$ cat config.mk
export PLATFORM = sky130hd
export DESIGN_NAME = fetch_decode_skid
export DESIGN_NICKNAME = d
export VERILOG_FILES = /design/src/rtl/pipeline_pkg.sv /design/src/rtl/en_dff.sv /design/src/rtl/fetch_decode_skid.sv
export SDC_FILE = /design/constraint.sdc
export NUM_CORES = 1
export LEC_CHECK = 0
export CORE_MARGIN = 2
export CORE_UTILIZATION = 35
export DETAILED_ROUTE_END_ITERATION = 10
export HOLD_SLACK_MARGIN = 0.02
export SLEW_MARGIN = 10
export SYNTH_ARGS = -nofsm -noshare
export SYNTH_HDL_FRONTEND = slang
export SYNTH_SLANG_ARGS = --single-unit
$ cat constraint.sdc
create_clock -name CLOCK -period 3.9 [get_ports CLOCK]
set_clock_uncertainty 0.1 [all_clocks]
set_input_delay 0.585 -clock CLOCK [delete_from_list [all_inputs] [get_ports CLOCK]]
set_output_delay 0.585 -clock CLOCK [all_outputs]
set_load 0.01 [all_outputs]
$ cat src/rtl/pipeline_pkg.sv
// rtl/pipeline_pkg.sv - shared types and constants for the fetch/decode skid buffer
package pipeline_pkg;

  localparam int FD_W = 16;

  // Instruction word presented on the decode side after reset.
  localparam logic [FD_W-1:0] NOP_INSTR = 16'h0000;

  typedef struct packed {
    logic [FD_W-1:0] pc;
    logic [FD_W-1:0] instr;
  } fd_beat_t;

  typedef enum logic [1:0] {
    FD_EMPTY = 2'd0,
    FD_ONE   = 2'd1,
    FD_FULL  = 2'd2
  } fd_state_t;

  // Number of beats held in a given buffer state.
  function automatic logic [1:0] fd_occupancy(input fd_state_t s);
    case (s)
      FD_ONE:  return 2'd1;
      FD_FULL: return 2'd2;
      default: return 2'd0;
    endcase
  endfunction

endpackage

$ cat src/rtl/en_dff.sv
// rtl/en_dff.sv - W-bit register with load enable and synchronous active-low reset
module en_dff #(
  parameter int           W       = 16,
  parameter logic [W-1:0] RST_VAL = '0
) (
  input  logic         clk,
  input  logic         resetn,
  input  logic         en,
  input  logic [W-1:0] d,
  output logic [W-1:0] q
);

  logic [W-1:0] data_d;
  logic [W-1:0] data_q;

  // Hold the stored word unless a load is requested.
  always_comb begin
    data_d = data_q;
    if (en) begin
      data_d = d;
    end
  end

  // Storage flop; reset forces the configured reset value.
  always_ff @(posedge clk) begin
    if (!resetn) begin
      data_q <= RST_VAL;
    end else begin
      data_q <= data_d;
    end
  end

  assign q = data_q;

endmodule

$ cat src/rtl/fetch_decode_skid.sv
// rtl/fetch_decode_skid.sv - two-entry skid-buffered fetch-to-decode pipeline register
module fetch_decode_skid
  import pipeline_pkg::*;
#(
  parameter int N = FD_W
) (
  input  logic         CLOCK,
  input  logic         RESET,
  input  logic         FLUSH,
  input  logic         IN_VALID,
  output logic         IN_READY,
  input  logic [N-1:0] IN_PC,
  input  logic [N-1:0] IN_INSTR,
  output logic         OUT_VALID,
  input  logic         OUT_READY,
  output logic [N-1:0] OUT_PC,
  output logic [N-1:0] OUT_INSTR,
  output logic [1:0]   OCCUPANCY
);

  logic      main_valid_d, main_valid_q;
  logic      skid_valid_d, skid_valid_q;
  fd_state_t state;
  fd_state_t state_d;
  logic      in_fire;
  logic      out_fire;
  logic      main_load;
  logic      main_from_skid;
  logic      skid_load;

  logic [N-1:0] main_pc_in;
  logic [N-1:0] main_instr_in;
  logic [N-1:0] skid_pc_q;
  logic [N-1:0] skid_instr_q;

  // Ready comes only from the skid valid flop, so OUT_READY never reaches IN_READY.
  assign IN_READY  = !skid_valid_q;
  assign OUT_VALID = main_valid_q;
  assign in_fire   = IN_VALID & IN_READY;
  assign out_fire  = main_valid_q & OUT_READY;

  // Decode the buffer state from the two slot valid bits.
  always_comb begin
    state = FD_EMPTY;
    if (skid_valid_q) begin
      state = FD_FULL;
    end else if (main_valid_q) begin
      state = FD_ONE;
    end
  end

  assign OCCUPANCY = fd_occupancy(state);

  // Next state and slot load controls; flush discards everything including an offered beat.
  always_comb begin
    state_d        = state;
    main_load      = 1'b0;
    main_from_skid = 1'b0;
    skid_load      = 1'b0;
    if (FLUSH) begin
      state_d = FD_EMPTY;
    end else begin
      case (state)
        FD_EMPTY: begin
          if (in_fire) begin
            state_d   = FD_ONE;
            main_load = 1'b1;
          end
        end
        FD_ONE: begin
          if (in_fire && out_fire) begin
            main_load = 1'b1;
          end else if (in_fire) begin
            state_d   = FD_FULL;
            skid_load = 1'b1;
          end else if (out_fire) begin
            state_d = FD_EMPTY;
          end
        end
        FD_FULL: begin
          if (out_fire) begin
            state_d        = FD_ONE;
            main_load      = 1'b1;
            main_from_skid = 1'b1;
          end
        end
        default: begin
          state_d = FD_EMPTY;
        end
      endcase
    end
  end

  // Re-encode the next state into the slot valid bits.
  always_comb begin
    main_valid_d = (state_d != FD_EMPTY);
    skid_valid_d = (state_d == FD_FULL);
  end

  // Slot valid registers; reset empties both slots.
  always_ff @(posedge CLOCK) begin
    if (!RESET) begin
      main_valid_q <= 1'b0;
      skid_valid_q <= 1'b0;
    end else begin
      main_valid_q <= main_valid_d;
      skid_valid_q <= skid_valid_d;
    end
  end

  // Main slot refills from the skid slot when draining a full buffer, else from fetch.
  always_comb begin
    main_pc_in    = IN_PC;
    main_instr_in = IN_INSTR;
    if (main_from_skid) begin
      main_pc_in    = skid_pc_q;
      main_instr_in = skid_instr_q;
    end
  end

  en_dff #(.W(N), .RST_VAL('0)) u_main_pc (
    .clk    (CLOCK),
    .resetn (RESET),
    .en     (main_load),
    .d      (main_pc_in),
    .q      (OUT_PC)
  );

  en_dff #(.W(N), .RST_VAL(N'(NOP_INSTR))) u_main_instr (
    .clk    (CLOCK),
    .resetn (RESET),
    .en     (main_load),
    .d      (main_instr_in),
    .q      (OUT_INSTR)
  );

  en_dff #(.W(N), .RST_VAL('0)) u_skid_pc (
    .clk    (CLOCK),
    .resetn (RESET),
    .en     (skid_load),
    .d      (IN_PC),
    .q      (skid_pc_q)
  );

  en_dff #(.W(N), .RST_VAL('0)) u_skid_instr (
    .clk    (CLOCK),
    .resetn (RESET),
    .en     (skid_load),
    .d      (IN_INSTR),
    .q      (skid_instr_q)
  );

endmodule

==> results.rst, run 1 <==
.. list-table::
   :header-rows: 1

   * - Metric
     - Value
   * - Final period utilization
     - 0.615
   * - Cell family contributing the most delay on the critical path
     - simple AND/OR/NAND/NOR gates
   * - Port-buffer cells
     - 72
   * - Static power due to leakage
     - 0.00147 uW
   * - Final weighted congestion in routability-driven placement
     - 0.699
   * - Clk Latency, worst-skew pair
     - 330 ps
   * - Outcome
     - finished clean
   * - Antenna violation net count after detailed routing
     - 0
   * - Placement row count
     - 34
   * - Number of library cell types mapped by synthesis
     - 24
   * - Number of cells produced by synthesis
     - 318
   * - Maximum VDD drop
     - 0.241 mV
   * - Buffers inserted by post-CTS timing repair
     - 0
   * - Initial antenna violation count
     - 0
   * - Wire length of the first global-routing pass
     - 14000 um
   * - Total Routed Length
     - 8640 um
   * - Slowest library cell on the worst path
     - sky130_fd_sc_hd__and4_4
   * - Share of cells above drive strength 1
     - 0.159
   * - Final layout net count
     - 403
   * - Actual slew at the worst max-slew pin
     - 587 ps
   * - Hold Buf Count CTS
     - 0
   * - Ys async rst share
     - 0
   * - Clock buffer count from CTS
     - 9
   * - Net count after synthesis
     - 355
   * - Top cells by count, synth
     - sky130_fd_sc_hd__dfxtp_1 (66), sky130_fd_sc_hd__a21oi_1 (34), sky130_fd_sc_hd__a41oi_1 (32), sky130_fd_sc_hd__mux2i_1 (32), sky130_fd_sc_hd__nand3_1 (32)
   * - Number of failing setup endpoints in the final timing report
     - 0
   * - Crit end category
     - register
   * - Worst hold-check path type
     - register to register
   * - Height of the die
     - 98.4 um
   * - Final number of hold-violating endpoints
     - 0
   * - Highest clock frequency the design can meet
     - 417 MHz
   * - Avg Vias per Cell
     - 5.72
   * - Core area
     - 0.00868 sq mm
   * - Die X-Extent
     - 98.4 um
   * - Required time reported for the critical path endpoint
     - 3990 ps
   * - # placed instances
     - 463
   * - Highest cell delay on the worst timing path
     - 710 ps
   * - Setup TNS after final layout
     - 0 ps
   * - GRT Residual Overflow
     - 0
   * - Maximum clock insertion buffer count
     - 2
   * - DP HPWL
     - 5120 um
   * - Count of clock tree sinks
     - 66
   * - Clock-pin transition on the worst setup and hold timing paths
     - 70 ps
   * - Max-Slew Margin vs Limit
     - 0.608
   * - Portion of synthesized cell area occupied by the leading cell type
     - 0.424
   * - Yosys top cell by area
     - sky130_fd_sc_hd__dfxtp_1
   * - First drt pass iteration count
     - 4
   * - Top area cells in the synthesized netlist
     - sky130_fd_sc_hd__dfxtp_1 (42%), sky130_fd_sc_hd__a211oi_2 (12%), sky130_fd_sc_hd__mux2i_1 (10%), sky130_fd_sc_hd__a41oi_1 (9.0%), sky130_fd_sc_hd__a21oi_1 (5.5%)
   * - Most common cell in the synthesized netlist
     - sky130_fd_sc_hd__dfxtp_1
   * - Register bit count reported by yosys
     - 66
   * - Start-to-end type of the worst setup path
     - primary input to register
   * - Final min period
     - 2400 ps
   * - Total DRC errors in the routed layout
     - 0
   * - Max Slew Vio Count
     - 0
   * - Synth-to-layout area growth
     - 28.7%
   * - Sequential cell area fraction in the yosys report
     - 0.424
   * - Final routed wire length divided by cell count
     - 18.0 um
   * - GR Util All Layers
     - 0.178
   * - Pwr/cell area
     - 365 mW/mm^2
   * - Number of non-filler instances in the completed layout
     - 479
   * - Max-cap check violation count
     - 0
   * - Boundary Pins
     - 73
   * - Bufs and invs on worst path
     - 1
   * - Total of cells resized after clock tree synthesis
     - 0
   * - Detailed Route Iter0 Violations
     - 183
   * - Synthesized area per cell
     - 9.81 sq um
   * - Via count of the first global-routing pass
     - 2626
   * - Maximum number of pins on one net before global-route repair
     - 43
   * - Sequence of cells on the critical path
     - clkdlybuf4s50_1, or2_1, and4_4, a211oi_1
   * - Antenna Diode Count
     - 0
   * - Final Hold Slack
     - 374 ps
   * - Number of flops mapped to enable cells by yosys
     - 0
   * - Dominant synthesized flop cell
     - sky130_fd_sc_hd__dfxtp_1
   * - Arrival time of the worst setup path
     - 2480 ps
   * - Vias post-DR
     - 2741
   * - Die outline area
     - 0.00968 sq mm
   * - Warnings, synthesis
     - 0
   * - TritonCTS clock tree
     - yes
   * - Cell at the root of the clock tree
     - sky130_fd_sc_hd__clkbuf_8
   * - Effective utilization at floorplan
     - 0.359
   * - Depth of the CTS H-tree
     - 3
   * - Critical Path Fanout Max
     - 32
   * - Unrepaired setup endpoints after global routing
     - no
   * - Element type at the critical path start
     - primary input
   * - Post-Syn Area
     - 0.00312 sq mm
worst register-to-register path, stage by stage (launching register included):
cell	delay, ps
sky130_fd_sc_hd__dfxtp_1	530
sky130_fd_sc_hd__or2_1	520
sky130_fd_sc_hd__and4_4	710
sky130_fd_sc_hd__a211oi_1	160
flip-flops by register name, summed over array words and instances, names as in the netlist:
register,flops
u_main_instr.q,16
skid_valid_q,1
OUT_VALID,1
u_skid_instr.q,16
u_skid_pc.q,16
u_main_pc.q,16
kinds of logic after synthesis:
group | Yosys count | share of synthesized area
compound gates | 131 | 0.323
buf+inv | 47 | 0.0730
mux | 32 | 0.103
flops | 66 | 0.424
simple gates | 42 | 0.0770
power breakdown:
group          internal [uW]  switching, uW
Clock                    245            259
Combinational            121            119
Sequential               701           19.8
Total                   1070            397
cell usage in the layout (no fill, tap or decap), drive strengths merged, types with 2 or more instances in the layout:
master	netlist	routed
clkinv	0	3
inv	3	3
mux2i	32	32
buf	17	9
nand2b	2	2
a21oi	34	34
clkinvlp	0	2
nand3	32	32
dfxtp	66	66
o21ai	32	32
a211oi	33	33
a41oi	32	32
clkdlybuf4s50	0	72
clkbuf	27	11
metrics by stage:
step           instance area (sq um)  total power (uW)  utilization  setup WS (ps)
5_1_grt                         4010              1530        0.462           1390
4_1_cts                         4010              1480        0.462           1530
3_3_place_gp                    3840               974        0.442           1210
3_5_place_dp                    3840               975        0.442           1170
6_report                        4010              1460        0.462           1500
2_1_floorplan                   3120               858            -           2220
path summary, 6_finish.rpt:
kind,from,endpoint,slack [ps],cells past startpoint
worst min-delay path,u_skid_pc.q[2],u_skid_pc.q[2],370,2
worst max register to register,skid_valid_q,u_main_instr.q[0],1740,3
worst max-delay path,IN_VALID,u_main_instr.q[0],1500,4
worst min register to register,u_skid_pc.q[2],u_skid_pc.q[2],370,2
per-layer routing:
metal	up-vias	wire length [um]	GRT usage	share of wire
li1	1324	-	-	-
met1	1344	4030	0.239	0.47
met2	68	4130	0.288	0.48
met3	5	412	0.0494	0.048
met4	0	61	0.0369	0.0071
met5	-	0	0	0
final cells by class:
class                      count  area, sq um
fill                         870         4670
multi-input combinational    205         1580
sequential                    66         1320
timing repair buffer          81          788
clock buffer                  11          141
tap                          108          135
clock inverter                 5         30.0
inverter                       3         11.3
(Power assumes the default switching activity.)
==> inputs of run 2 (changes only) <==
- clock period: 3.9 -> 2.16 ns (I/O delays scaled with it)
==> run 2 against run 1 <==
Net effect:
- sequential share of layout area decreased by 0.66 points
- worst setup slack lost 1300 ps
- global-route usage increased by 0.18 points
- highest routed layer unchanged
==> results.rst, run 2 (same netlist as run 1, synthesis figures left out) <==
.. list-table::
   :header-rows: 1

   * - Metric
     - Value
   * - Start-to-end type of the worst setup path
     - register to primary output
   * - Arrival time of the worst setup path
     - 1520 ps (-960 ps)
   * - Crit end category
     - primary output
   * - Maximum VDD drop
     - 0.238 mV (-1.1%)
   * - Antenna violation net count after detailed routing
     - 0 (unchanged)
   * - Detailed Route Iter0 Violations
     - 189 (+3.3%)
   * - R2R Setup Slk
     - 590 ps (-1150 ps)
   * - Sequential fraction of design power
     - 0.501 (+0.008)
   * - Maximum clock insertion buffer count
     - 2 (unchanged)
   * - Sequence of cells on the critical path
     - nor2b_1, clkdlybuf4s50_1
   * - Total power of the final layout
     - 2590 uW (+77%)
   * - Total of cells resized after clock tree synthesis
     - 0 (unchanged)
   * - Final weighted congestion in routability-driven placement
     - 0.737 (+5.5%)
   * - Static power due to leakage
     - 0.00151 uW (+2.9%)
   * - Initial antenna violation count
     - 0 (unchanged)
   * - Highest clock frequency the design can meet
     - 515 MHz
   * - Share of cells above drive strength 1
     - 0.164 (+0.00451)
   * - Startpoint of the lowest-slack hold path
     - u_skid_pc.q[0]
   * - Effective utilization at floorplan
     - 0.359 (unchanged)
   * - Height of the die
     - 98.4 um (unchanged)
   * - Hold endpoint
     - u_skid_pc.q[0]
   * - Clock-pin transition on the worst setup and hold timing paths
     - 70 ps (about the same)
   * - Final number of hold-violating endpoints
     - 0 (unchanged)
   * - Required time reported for the critical path endpoint
     - 1740 ps (-2250 ps)
   * - Most used cells in the layout excluding fill and tap cells
     - sky130_fd_sc_hd__clkdlybuf4s50_1 (72), sky130_fd_sc_hd__dfxtp_1 (66), sky130_fd_sc_hd__a21oi_1 (34)
   * - First drt pass iteration count
     - 5 (+1)
   * - Critical Path Fanout Max
     - 9 (-72%)
   * - Depth of the CTS H-tree
     - 3 (unchanged)
   * - Via count of the first global-routing pass
     - 2582 (-1.7%)
   * - Combinational power share
     - 0.174 (+0.011)
   * - Antenna Diode Count
     - 0 (unchanged)
   * - Slowest library cell on the worst path
     - sky130_fd_sc_hd__clkdlybuf4s50_1
   * - Setup TNS after final layout
     - 0 ps (unchanged)
   * - Hold Path Depth
     - 2 (unchanged)
   * - Clk Latency, worst-skew pair
     - 330 ps (about the same)
   * - Final routed wire length divided by cell count
     - 18.1 um (+0.59%)
   * - GRT Residual Overflow
     - 0 (unchanged)
   * - GR Util All Layers
     - 0.180 (+0.00179)
   * - Buffers inserted by post-CTS timing repair
     - 0 (unchanged)
   * - Final min period
     - 1940 ps
   * - Max-cap check violation count
     - 0 (unchanged)
   * - TritonCTS clock tree
     - yes
   * - Final layout net count
     - 409 (+1.5%)
   * - Power share of the clock group
     - 0.325 (-0.019)
   * - Placement row count
     - 34 (unchanged)
   * - Number of failing setup endpoints in the final timing report
     - 0 (unchanged)
   * - Filler cells
     - 851 (-2.2%)
   * - Count of clock tree sinks
     - 66 (unchanged)
   * - Net Switching
     - 674 uW (+70%)
   * - Actual slew at the worst max-slew pin
     - 375 ps (-212 ps)
   * - Cell at the root of the clock tree
     - sky130_fd_sc_hd__clkbuf_8
   * - Cell internal power dissipation
     - 1920 uW (+80%)
   * - Avg Vias per Cell
     - 5.76 (+0.71%)
   * - Most common cell after layout, fill and taps aside
     - sky130_fd_sc_hd__clkdlybuf4s50_1
   * - Worst hold-check path type
     - register to register
   * - Pwr/cell area
     - 634 mW/mm^2 (+74%)
   * - Wire length of the first global-routing pass
     - 13900 um (-0.49%)
   * - Max Slew Vio Count
     - 0 (unchanged)
   * - Core area
     - 0.00868 sq mm (unchanged)
   * - Maximum number of pins on one net before global-route repair
     - 65 (+51%)
   * - Unrepaired setup endpoints after global routing
     - no
   * - Vias post-DR
     - 2772 (+1.1%)
   * - Switching fraction of total power
     - 0.260 (-0.0116)
   * - Element type at the critical path start
     - register
   * - Hold Buf Count CTS
     - 0 (unchanged)
   * - Outcome
     - finished clean
   * - Count of cells along the worst register-to-register path
     - 4 (+1)
   * - DP HPWL
     - 5180 um (+1.1%)
   * - Die outline area
     - 0.00968 sq mm (unchanged)
   * - Port-buffer cells
     - 72 (unchanged)
   * - Destination of the worst register-to-register timing path
     - u_main_pc.q[5]
   * - Boundary Pins
     - 73 (unchanged)
   * - Total DRC errors in the routed layout
     - 0 (unchanged)
   * - Final period utilization
     - 0.898
   * - Total Routed Length
     - 8720 um (+1.0%)
   * - Highest cell delay on the worst timing path
     - 540 ps (-170 ps)
   * - Clock buffer count from CTS
     - 9 (unchanged)
   * - Max-Slew Margin vs Limit
     - 0.750 (+0.141)
   * - Die X-Extent
     - 98.4 um (unchanged)
   * - FF-to-FF Start
     - skid_valid_q
   * - Synth-to-layout area growth
     - 31.3%
-- run 2: layer usage --
| layer | track usage | routed length (um) | vias up |
|---|---|---|---|
| li1 | - | - | 1327 |
| met1 | 0.246 | 4150 | 1369 |
| met2 | 0.282 | 4180 | 69 |
| met3 | 0.0344 | 292 | 7 |
| met4 | 0.0664 | 90 | 0 |
| met5 | 0 | 0 | - |
-- run 2: worst max-delay path by stage --
stage                   start                 end  slack, ps  cells after the start
detailed placement  OUT_READY  u_main_instr.q[13]        220                      5
finish              OUT_VALID        OCCUPANCY[0]        220                      2
floorplan           OUT_VALID  u_main_instr.q[10]        610                      6
global placement        FLUSH  u_main_instr.q[11]        230                      5
CTS                 OUT_VALID        OCCUPANCY[0]        210                      2
global route        OUT_VALID        OCCUPANCY[0]        160                      2
-- run 2: layout make-up --
type                            instances  area, sq um  share of cell area
Multi-Input combinational cell        205         1580               0.387
Sequential cell                        66         1320               0.323
Timing Repair Buffer                   87          896               0.219
Clock buffer                           11          141              0.0345
Tap cell                              108          135              0.0330
Inverter                                3         11.3             0.00275
Clock inverter                          1         5.00             0.00122
-- run 2: power groups by stage --
stage | combinational [uW] | sequential (uW) | clock, uW
detailed placement | 452 | 1330 | 0
floorplan | 211 | 1340 | 0
finish | 451 | 1300 | 844
global placement | 447 | 1330 | 0
global route | 484 | 1300 | 912
CTS | 453 | 1300 | 871
-- run 2: metrics by stage --
stage | area, sq um | utilization | setup WS (ps) | hold WS, ps | std cells
5_1_grt | 4090 | 0.472 | 160 | 401 | 481
3_3_place_gp | 3950 | 0.455 | 231 | 358 | 469
2_1_floorplan | 3120 | - | 605 | 319 | 318
6_report | 4090 | 0.472 | 219 | 377 | 481
3_5_place_dp | 3950 | 0.455 | 217 | 368 | 469
4_1_cts | 4090 | 0.472 | 210 | 377 | 481
-- run 2: worst max-delay path, delay by kind of cell (launching register included) --
kind / cells / cell delay [ps]
buf+inv: 1 / 540
flops: 1 / 480
simple gates: 1 / 170
